File: src/rtl/counter_pkg.sv
// Shared JK opcodes and steering helpers for the modulo-N JK up/down counter.
// Each opcode is a {J,K} pair applied to one jk_cell.
package counter_pkg;

   localparam logic [1:0] JK_HOLD   = 2'b00;
   localparam logic [1:0] JK_CLEAR  = 2'b01;
   localparam logic [1:0] JK_SET    = 2'b10;
   localparam logic [1:0] JK_TOGGLE = 2'b11;

   // What the counter does on the coming edge; decoded once, then steered per bit.
   typedef enum logic [2:0] {
      STEER_HOLD,
      STEER_LOAD,
      STEER_REJECT,
      STEER_UP,
      STEER_UP_WRAP,
      STEER_DOWN,
      STEER_DOWN_WRAP
   } steer_t;

   // {J,K} pair that forces a cell to the given value regardless of its state.
   function automatic logic [1:0] jk_for_bit(input logic target);
      return target ? JK_SET : JK_CLEAR;
   endfunction

endpackage

File: src/rtl/jk_cell.sv
// Single-bit rising-edge JK storage cell with asynchronous active-low reset to 0.
module jk_cell
   import counter_pkg::*;
(
   input  logic clock,
   input  logic resetnot,
   input  logic j,
   input  logic k,
   output logic q
);

   // NOTE: state is written with <= so every cell samples its J/K on the same edge.
   always_ff @(posedge clock or negedge resetnot) begin
      if (!resetnot) begin
         q <= 1'b0;
      end else begin
         unique case ({j, k})
            JK_HOLD:   q <= q;
            JK_CLEAR:  q <= 1'b0;
            JK_SET:    q <= 1'b1;
            JK_TOGGLE: q <= ~q;
            default:   q <= q;
         endcase
      end
   end

endmodule

File: src/rtl/jk_updown_counter.sv
// Modulo-MODULUS up/down counter built from WIDTH jk_cell instances with J/K steering.
// Define JK_COUNTER_SATURATE_EN to hold at the terminal value instead of wrapping.
module jk_updown_counter
   import counter_pkg::*;
#(
   parameter int WIDTH   = 4,
   parameter int MODULUS = 10
) (
   input  logic             clock,
   input  logic             resetnot,
   input  logic             enable,
   input  logic             up,
   input  logic             load,
   input  logic [WIDTH-1:0] load_value,
   output logic [WIDTH-1:0] count,
   output logic             tc,
   output logic             wrap,
   output logic             load_error
);

   generate
      if ((MODULUS < 2) || (MODULUS > (1 << WIDTH))) begin : g_bad_modulus
         $error("jk_updown_counter: MODULUS must lie in 2..2**WIDTH");
      end
   endgenerate

   localparam logic [WIDTH-1:0] MAX_COUNT   = WIDTH'(MODULUS - 1);
   localparam logic [WIDTH:0]   MODULUS_EXT = (WIDTH + 1)'(MODULUS);

   logic [WIDTH-1:0] j;
   logic [WIDTH-1:0] k;
   logic [WIDTH-1:0] toggle_up;
   logic [WIDTH-1:0] toggle_down;
   logic             at_max;
   logic             at_zero;
   logic             load_ok;
   logic             wrap_next;
   logic             load_error_next;
   steer_t           steer;

   assign at_max  = (count == MAX_COUNT);
   assign at_zero = (count == '0);
   assign load_ok = ({1'b0, load_value} < MODULUS_EXT);
   assign tc      = enable & ((up & at_max) | (~up & at_zero));

   // Ripple-style toggle enables: bit i flips when all lower bits are 1 (up) or 0 (down).
   always_comb begin : toggle_chain
      logic up_chain;
      logic down_chain;
      toggle_up   = '0;
      toggle_down = '0;
      up_chain    = 1'b1;
      down_chain  = 1'b1;
      for (int i = 0; i < WIDTH; i++) begin
         toggle_up[i]   = up_chain;
         toggle_down[i] = down_chain;
         up_chain       = up_chain & count[i];
         down_chain     = down_chain & ~count[i];
      end
   end

   always_comb begin
      steer = STEER_HOLD;
      if (load) begin
         steer = load_ok ? STEER_LOAD : STEER_REJECT;
      end else if (enable) begin
         if (up) begin
            steer = at_max ? STEER_UP_WRAP : STEER_UP;
         end else begin
            steer = at_zero ? STEER_DOWN_WRAP : STEER_DOWN;
         end
      end
   end

   // NOTE: every output of this block gets a default first, so no path infers a latch.
   always_comb begin
      j               = '0;
      k               = '0;
      wrap_next       = 1'b0;
      load_error_next = 1'b0;
      unique case (steer)
         STEER_HOLD: begin
         end
         STEER_LOAD: begin
            for (int i = 0; i < WIDTH; i++) begin
               {j[i], k[i]} = jk_for_bit(load_value[i]);
            end
         end
         STEER_REJECT: begin
            load_error_next = 1'b1;
         end
         STEER_UP: begin
            j = toggle_up;
            k = toggle_up;
         end
         STEER_UP_WRAP: begin
`ifdef JK_COUNTER_SATURATE_EN
`else
            for (int i = 0; i < WIDTH; i++) begin
               {j[i], k[i]} = count[i] ? JK_CLEAR : JK_HOLD;
            end
            wrap_next = 1'b1;
`endif
         end
         STEER_DOWN: begin
            j = toggle_down;
            k = toggle_down;
         end
         STEER_DOWN_WRAP: begin
`ifdef JK_COUNTER_SATURATE_EN
`else
            for (int i = 0; i < WIDTH; i++) begin
               {j[i], k[i]} = jk_for_bit(MAX_COUNT[i]);
            end
            wrap_next = 1'b1;
`endif
         end
         default: begin
         end
      endcase
   end

   generate
      for (genvar i = 0; i < WIDTH; i++) begin : g_cell
         jk_cell u_cell (
            .clock    (clock),
            .resetnot (resetnot),
            .j        (j[i]),
            .k        (k[i]),
            .q        (count[i])
         );
      end
   endgenerate

   always_ff @(posedge clock or negedge resetnot) begin
      if (!resetnot) begin
         wrap       <= 1'b0;
         load_error <= 1'b0;
      end else begin
         wrap       <= wrap_next;
         load_error <= load_error_next;
      end
   end

endmodule

File: config.mk
export PLATFORM = sky130hd
export DESIGN_NAME = jk_updown_counter
export DESIGN_NICKNAME = d
export VERILOG_FILES = /design/src/rtl/counter_pkg.sv /design/src/rtl/jk_cell.sv /design/src/rtl/jk_updown_counter.sv
export SDC_FILE = /design/constraint.sdc
export NUM_CORES = 1
export LEC_CHECK = 0
export ABC_CLOCK_PERIOD_IN_PS = 3100
export CAP_MARGIN = 10
export CELL_PAD_IN_SITES_DETAIL_PLACEMENT = 0
export CELL_PAD_IN_SITES_GLOBAL_PLACEMENT = 1
export CORE_MARGIN = 2
export CORE_UTILIZATION = 34
export CTS_CLUSTER_DIAMETER = 60
export DETAILED_ROUTE_END_ITERATION = 6
export GPL_TIMING_DRIVEN = 0
export PLACE_DENSITY = 0.89
export SYNTH_ARGS = -nofsm -noshare
export SYNTH_HDL_FRONTEND = slang
export SYNTH_SLANG_ARGS = --single-unit
File: constraint.sdc
create_clock -name clock -period 3.1 [get_ports clock]
set_clock_uncertainty 0.05 [all_clocks]
set_input_delay 0.62 -clock clock [delete_from_list [all_inputs] [get_ports clock]]
set_output_delay 0.62 -clock clock [all_outputs]
set_load 0.005 [all_outputs]
== Word level (Yosys, flattened, before mapping) ==
Cells that the tools add are included.

* Flip-flop bits (word level): 6
* Input port bits: 9
* Output and inout bits: 7
* Word-level logic and storage cells: 67

* Magnitude comparators: 1
* Equal/unequal tests: 19
* Multiplexer cells: 22
* Bitwise gates (word level): 13
* Reductions and logical operators: 6

{| class="wikitable"
|+ Operators by type and width
! cell !! count
|-
| 4-bit case mux with 5 select lines || 2
|-
| 2-bit equality test, second input constant || 8
|-
| 2-bit two-way mux || 6
|-
| 3-bit two-way mux || 4
|-
| 1-bit case mux with 3 select lines || 4
|-
| 3-bit equality test, second input constant || 3
|-
| 2-bit by 1-bit equality test with 1-bit output, second input constant || 4
|-
| 2-bit zero test || 4
|-
| 1-bit bitwise AND || 7
|-
| 3-bit by 2-bit equality test with 1-bit output, second input constant || 2
|-
| 1-bit two-way mux || 6
|-
| 1-bit NOT || 5
|-
| 4-bit equality test, second input constant || 1
|-
| 4-bit zero test || 1
|-
| 4-bit less-than comparator, second input constant || 1
|-
| 3-bit by 1-bit equality test with 1-bit output, second input constant || 1
|-
| 2-bit OR reduction || 1
|-
| 1-bit OR || 1
|}

== Longest topological paths before layout ==
* Word-level depth: 9
* Depth in mapped cells: 5
* Mapped depth without buffers: 4

== Modules after synthesis ==
Synthesis repeated with hierarchy kept, for this count alone.

* Cell total of the unflattened synthesis: 64
* Area total of the unflattened synthesis: 475.5 um^2

{| class="wikitable"
|+ By module, submodules not included
! module !! times used !! cells each !! area each (um^2) !! sequential area each (um^2)
|-
| jk_updown_counter || 1 || 52 || 340.3 || 50.0
|-
| jk_cell || 4 || 3 || 33.8 || 25.0
|}

== Worst setup path before layout ==
OpenSTA, ideal clock, no wires.

* Path kind: input-to-output
* From: in up
* To: out tc
* Data arrival time: 1.427 ns
* Required time: 2.430 ns
* Path slack: 1.003 ns
* Stages on the path: 3
* Path buffers: 0
* Path through: or3_4 > a211o_1 > nor2_1

* Longest elaborated chain between the ends: 4
* Elaborated cells between the ends (all ways): 5
* Those cells by class: bitwise (5)

{| class="wikitable"
|+ RTL lines
! item !! RTL line !! RTL
|-
| start: declaration || jk_updown_counter.sv:12 || <nowiki>input logic up,</nowiki>
|-
| 1-bit NOT || jk_updown_counter.sv:44 || <nowiki>assign tc = enable & ((up & at_max) | (~up & at_zero));</nowiki>
|-
| 1-bit bitwise AND || jk_updown_counter.sv:44 ||
|-
| 1-bit OR (*) || jk_updown_counter.sv:44 ||
|-
| 1-bit bitwise AND (*) || jk_updown_counter.sv:44 ||
|-
| end: declaration || jk_updown_counter.sv:16 || <nowiki>output logic tc,</nowiki>
|}

Every way passes the cells marked *; elsewhere a longest branch is shown, timed or not.

== Worst setup path after layout ==
Same ends and word-level chain as after synthesis.

==> run metrics <==
status completed; Leak approximately 0.31 nW; design area 726.9 um2; Core ar. about 0.0015 mm2; critical path's largest stage delay around 0.50 ns; placed insts 98; sequential area share after synthesis around 28%; synthesized flop and latch total 6; Slew HR 73.71%; total wire length 1291 um; Die Ht 43.69 um; Power Total slightly below 0.4 mW; switching share of power 35.89%; utilization after layout 48.82%; CP Max Fanout 5; Flop pwr share 33.6%; DP HPWL 1041 um; TritonCTS clock tree done; Cell variety after synth 32; Initial Utilization 35.97%; die width 43.69 um; layout cells sized above 1 14.12%; clock network power share 18.1%; measured slew at the worst slew-check pin 0.3935 ns; worst hold margin 0.5589 ns; GR Overflow Total 0; CP Launch Type input port; vias in the first global route 523; post-route ant nets 0; vias per inst 5.693; First-pass DRT Iterations 4; number of diodes 0; routability congestion estimate between 0.7 and 0.8; total negative slack 0 ns; PD cells 540.8 mW/mm2; pre-CTS setup slack -0.05331 ns; fmax 342.3 MHz; hold buffers post-CTS 0; Max clock buf depth 2; VDD IR max 0.0001481 V; final setup fails 0; max_cap viols 0; RSZ-0062 raised after global routing false; H-tree levels 1; P&R area growth vs syn 35.75%; crit path time final 2.921 ns; gr usage total 16.10%; Post-route DRC 0; full die area roughly 0.0019 mm2; Hold Crit Class in -> async; final worst setup slack 0.1788 ns; CP Cell Sequence dlygate4sd2_1, or3_4, a211o_1, nor2_1, clkdlybuf4s50_1; dpl cell area 705.7 um2; final-stage net count 96; post-synthesis average cell area 7.993 um2; Yosys top cell by area dfrtp_1; CP Data Required Time 2.43 ns; Arr. time, crit path 2.25 ns; initial antenna violation count 0; Slew Viols, Final 0; Int Pwr 0.2520 mW; Comb power frac 48.2%; Non-Filler Instances 101; Post-Syn Area approximately 540 um2; WL/cell 12.78 um; Root Driver clkbuf_4; Syn Inst Count 67; clock buffer count from CTS 3; switching power 0.1411 mW; worst skew pair latency 0.24 ns; row count 14; port bufs 15; Ys Warns 0; number of vias in the routed layout 575; Worst path slowest cell clkdlybuf4s50_1; syn_nets 76; final period utilization approximately 94%; crit path capture type output pin; largest net degree at the start of global routing 11; crit path kind in -> out; first-pass GRT wire length 2249 um; post-synth top area share between 20% and 30%; synth top area cells dfrtp_1 28%, buf_4 5.6%, nand2_1 4.9%, a21oi_1 3.7%, mux2i_1 3.7%; Worst-path clk slew 0.05 ns; I/O Pins 16; clk sinks 6; initial DRC count 15; Fin. Hold Viols 0
area by class of cell:
type / instances / area, um2
clock buffers: 3 / 22.52
repair buffers: 15 / 148.9
flip-flops and latches: 6 / 150.1
fillers: 147 / 762.0
multi-input cells: 51 / 331.6
plain buffers: 6 / 38.79
inverters: 4 / 15.01
well taps: 16 / 20.02
worst paths after layout:
| check | slack, ns | endpoint | start | cells after the start |
|---|---|---|---|---|
| max | 0.18 | tc | up | 5 |
| min | 0.56 | load_error | resetnot | 1 |
| max reg2reg | 1.19 | g_cell[3].u_cell.q | g_cell[3].u_cell.q | 4 |
| min reg2reg | 0.57 | g_cell[0].u_cell.q | g_cell[0].u_cell.q | 1 |
| max in group asynchronous | 2.23 | g_cell[3].u_cell.q | resetnot | 1 |
| min in group clock | 0.57 | g_cell[0].u_cell.q | g_cell[0].u_cell.q | 1 |
critical path: cells and delay by family:
kind | cells | cell delay [ns]
and+or+nand+nor | 2 | 0.49
AOI/OAI and AO/OA | 1 | 0.34
buffers and inverters | 2 | 0.79
what timing repair did:
item,4_1_cts,5_1_grt
resized for setup,1,0
buffers inserted,0,0
endpoints found under the setup margin,1,0
Yosys cell counts:
cell type,n
o21ai_0,2
inv_1,4
nand3b_1,1
o22ai_1,1
and2_1,1
o32a_1,1
mux2i_1,2
a2111oi_2,1
a211o_1,1
buf_2,1
a211oi_1,2
nand2_1,7
o211ai_1,1
or4_4,1
a221o_1,1
a22oi_1,2
nor3_1,2
a21o_1,2
clkbuf_1,1
or3_4,1
buf_4,4
or2_2,1
o32ai_1,1
a21boi_0,1
nor2b_1,2
a311o_1,1
a21oi_1,4
or4b_1,1
nand3_1,4
nand2b_1,2
nor2_1,5
dfrtp_1,6
power groups by stage:
stage	combinational (mW)	sequential [mW]	clock (mW)
after floorplan	0.119	0.122	0
after global placement	0.187	0.130	0
after detailed placement	0.190	0.132	0
after CTS	0.190	0.131	0.0746
after global routing	0.209	0.138	0.0827
final	0.190	0.132	0.0713
layout by cell type (no fill, tap or decap), types with 2 or more instances in the layout:
| cell | instances |
|---|---|
| nor2_1 | 5 |
| a22oi_1 | 2 |
| buf_4 | 4 |
| nor2b_1 | 2 |
| nand3_1 | 4 |
| clkdlybuf4s50_1 | 14 |
| clkbuf_4 | 3 |
| dfrtp_1 | 6 |
| a211oi_1 | 2 |
| nand2b_1 | 2 |
| a21oi_1 | 4 |
| a21o_1 | 2 |
| o21ai_0 | 2 |
| inv_1 | 4 |
| mux2i_1 | 2 |
| nor3_1 | 2 |
| nand2_1 | 7 |
per-layer routing:
metal	part of all wire, %	wire (um)	GRT usage, %
met2	50	640	25.00
met5	0	0	0
met3	5.7	73	2.917
met1	44	569	20.88
met4	0.62	8	9.091
flip-flops by register name, indices dropped and copies added, names as in the netlist:
| register | cells |
|---|---|
| wrap | 1 |
| load_error | 1 |
| g_cell.u_cell.q | 4 |
cells by family after synthesis:
| kind of cell | after synthesis | share of synthesized area, % |
|---|---|---|
| AOI/OAI and AO/OA | 21 | 29.67 |
| buffers and inverters | 10 | 10.04 |
| DFF | 6 | 28.04 |
| muxes | 2 | 3.738 |
| and+or+nand+nor | 28 | 28.51 |
Note: power is estimated with default switching activity, not from simulation.
==> patch: new RTL, same flow settings <==
Change the parameter `WIDTH` from 4 to 6.
--- a/src/rtl/jk_updown_counter.sv
+++ b/src/rtl/jk_updown_counter.sv
@@ -3,7 +3,7 @@
 module jk_updown_counter
    import counter_pkg::*;
 #(
-   parameter int WIDTH   = 4,
+   parameter int WIDTH   = 6,
    parameter int MODULUS = 10
 ) (
    input  logic             clock,
Interface: changed (resized count and load_value); port bits go from 16 to 20. No check against the original RTL was run, so the function may have changed too.
==> patch against the unedited design <==
Synthesized area grew 22%; first-iteration DRC count shrank 60%; sequential cell count grew 2; critical path type unchanged; core utilization grew 1.8 points; total power grew 37%; worst setup slack gained 0.066 ns; critical path depth is the same; synthesized cell count grew 24%; clock power grew 5.8%; wire length grew 19%; highest routed layer unchanged; global-route usage shrank 0.38 points; cell area grew 23%.
==> patch: results (changes against the unedited design) <==
status: "complete, no violations"  # unchanged
nets: 117  # was 96
wl_um: 1530  # was 1290 µm
hold_ws_ns: 0.518  # was 0.559 ns
io_buffers: 18  # was 15
grt_pass1_wl_um: 2380  # was 2250 µm
wl_per_cell_um: 11.9  # was 12.8 µm
vias: 692  # was 575
setup_ws_ns: 0.245  # was 0.179 ns
track_usage_pct: 15.7  # was 16.1%
yosysUniqueCellTypes: 33  # was 32
dp_hpwl_um: 1190  # was 1040 µm
syn_area_per_cell_um2: 7.87  # was 7.99 µm²
crit_fanout: 7  # was 5
leakage_nw: 0.359  # was 0.306 nW
synth_nets: 94  # was 76
worstMarginPinSlew_ns: 0.487  # was 0.393 ns
synth_area_leaders: "dfrtp_1, buf_4, nand2_1"  # unchanged
grt_pass1_vias: 548  # was 523
yosysSeqAreaShare_pct: 30.7  # was 28.0%
synthTopCellsByCount: "nand2_1, dfrtp_1, nor2_1, buf_4, o21ai_0"  # was nand2_1, dfrtp_1, nor2_1
drt_iter0_drc: 6  # was 15
hp-class: "reg -> reg"  # was in -> async
drive_above_1_share_pct: 16.3  # was 14.1%
place_ws_ns: 0.0860  # was -0.0533 ns
r2r_slack_ns: 0.94  # was 1.19 ns
ir_worst_vdd_v: 0.000234  # was 0.000148 V
grt_max_degree: 11  # unchanged
dp_cells: 126  # was 98
crit_arrival_ns: 2.18  # was 2.25 ns
patch: cell families after synthesis:
| family | share of synthesized area [%] |
|---|---|
| and+or+nand+nor | 27.8 |
| DFF | 30.7 |
| AOI/OAI and AO/OA | 27.2 |
| buffers and inverters | 12.8 |
| muxes | 1.53 |
patch: final cells by class:
cell class                      instances  area, µm²
Buffer                                 10       68.8
Clock buffer                            3       22.5
Multi-Input combinational cell         61        375
Fill cell                             197        871
Inverter                                4       15.0
Tap cell                               25       31.3
Timing Repair Buffer                   18        180
Sequential cell                         8        200
patch: worst max-delay path, stage by stage:
cell	delay [ns]
clkdlybuf4s50_1	0.58
and3_1	0.19
o21ai_1	0.15
nor2_1	0.14
clkdlybuf4s50_1	0.51
patch: power breakdown:
part	switching, mW	internal [mW]	total (mW)	leakage, nW
clock	0.0314	0.0440	0.0754	0.0138
sequential	0.0441	0.135	0.179	0.101
combinational	0.123	0.162	0.285	0.244
patch: path summary, 6_finish.rpt:
path	endpoint	startpoint	depth (start not counted)
max	tc	up	5
min	g_cell[4].u_cell.q	g_cell[4].u_cell.q	1
max reg2reg	g_cell[3].u_cell.q	g_cell[0].u_cell.q	6
min reg2reg	g_cell[4].u_cell.q	g_cell[4].u_cell.q	1
max in group asynchronous	g_cell[4].u_cell.q	resetnot	1
min in group asynchronous	g_cell[1].u_cell.q	resetnot	1
patch: repair_timing:
action | in CTS | in global routing
endpoints found under the setup margin | 1 | 1
hold endpoints to repair | 0 | 0
resized for setup | 1 | 1
patch: per-layer routing:
layer / routed length, µm / vias to the layer above / part of all wire [%] / GRT usage (%)
li1: - / 346 / - / -
met1: 684 / 314 / 45 / 18.7
met2: 674 / 27 / 44 / 24.8
met3: 113 / 5 / 7.4 / 2.26
met4: 60 / 0 / 3.9 / 13.0
met5: 0 / - / 0 / 0
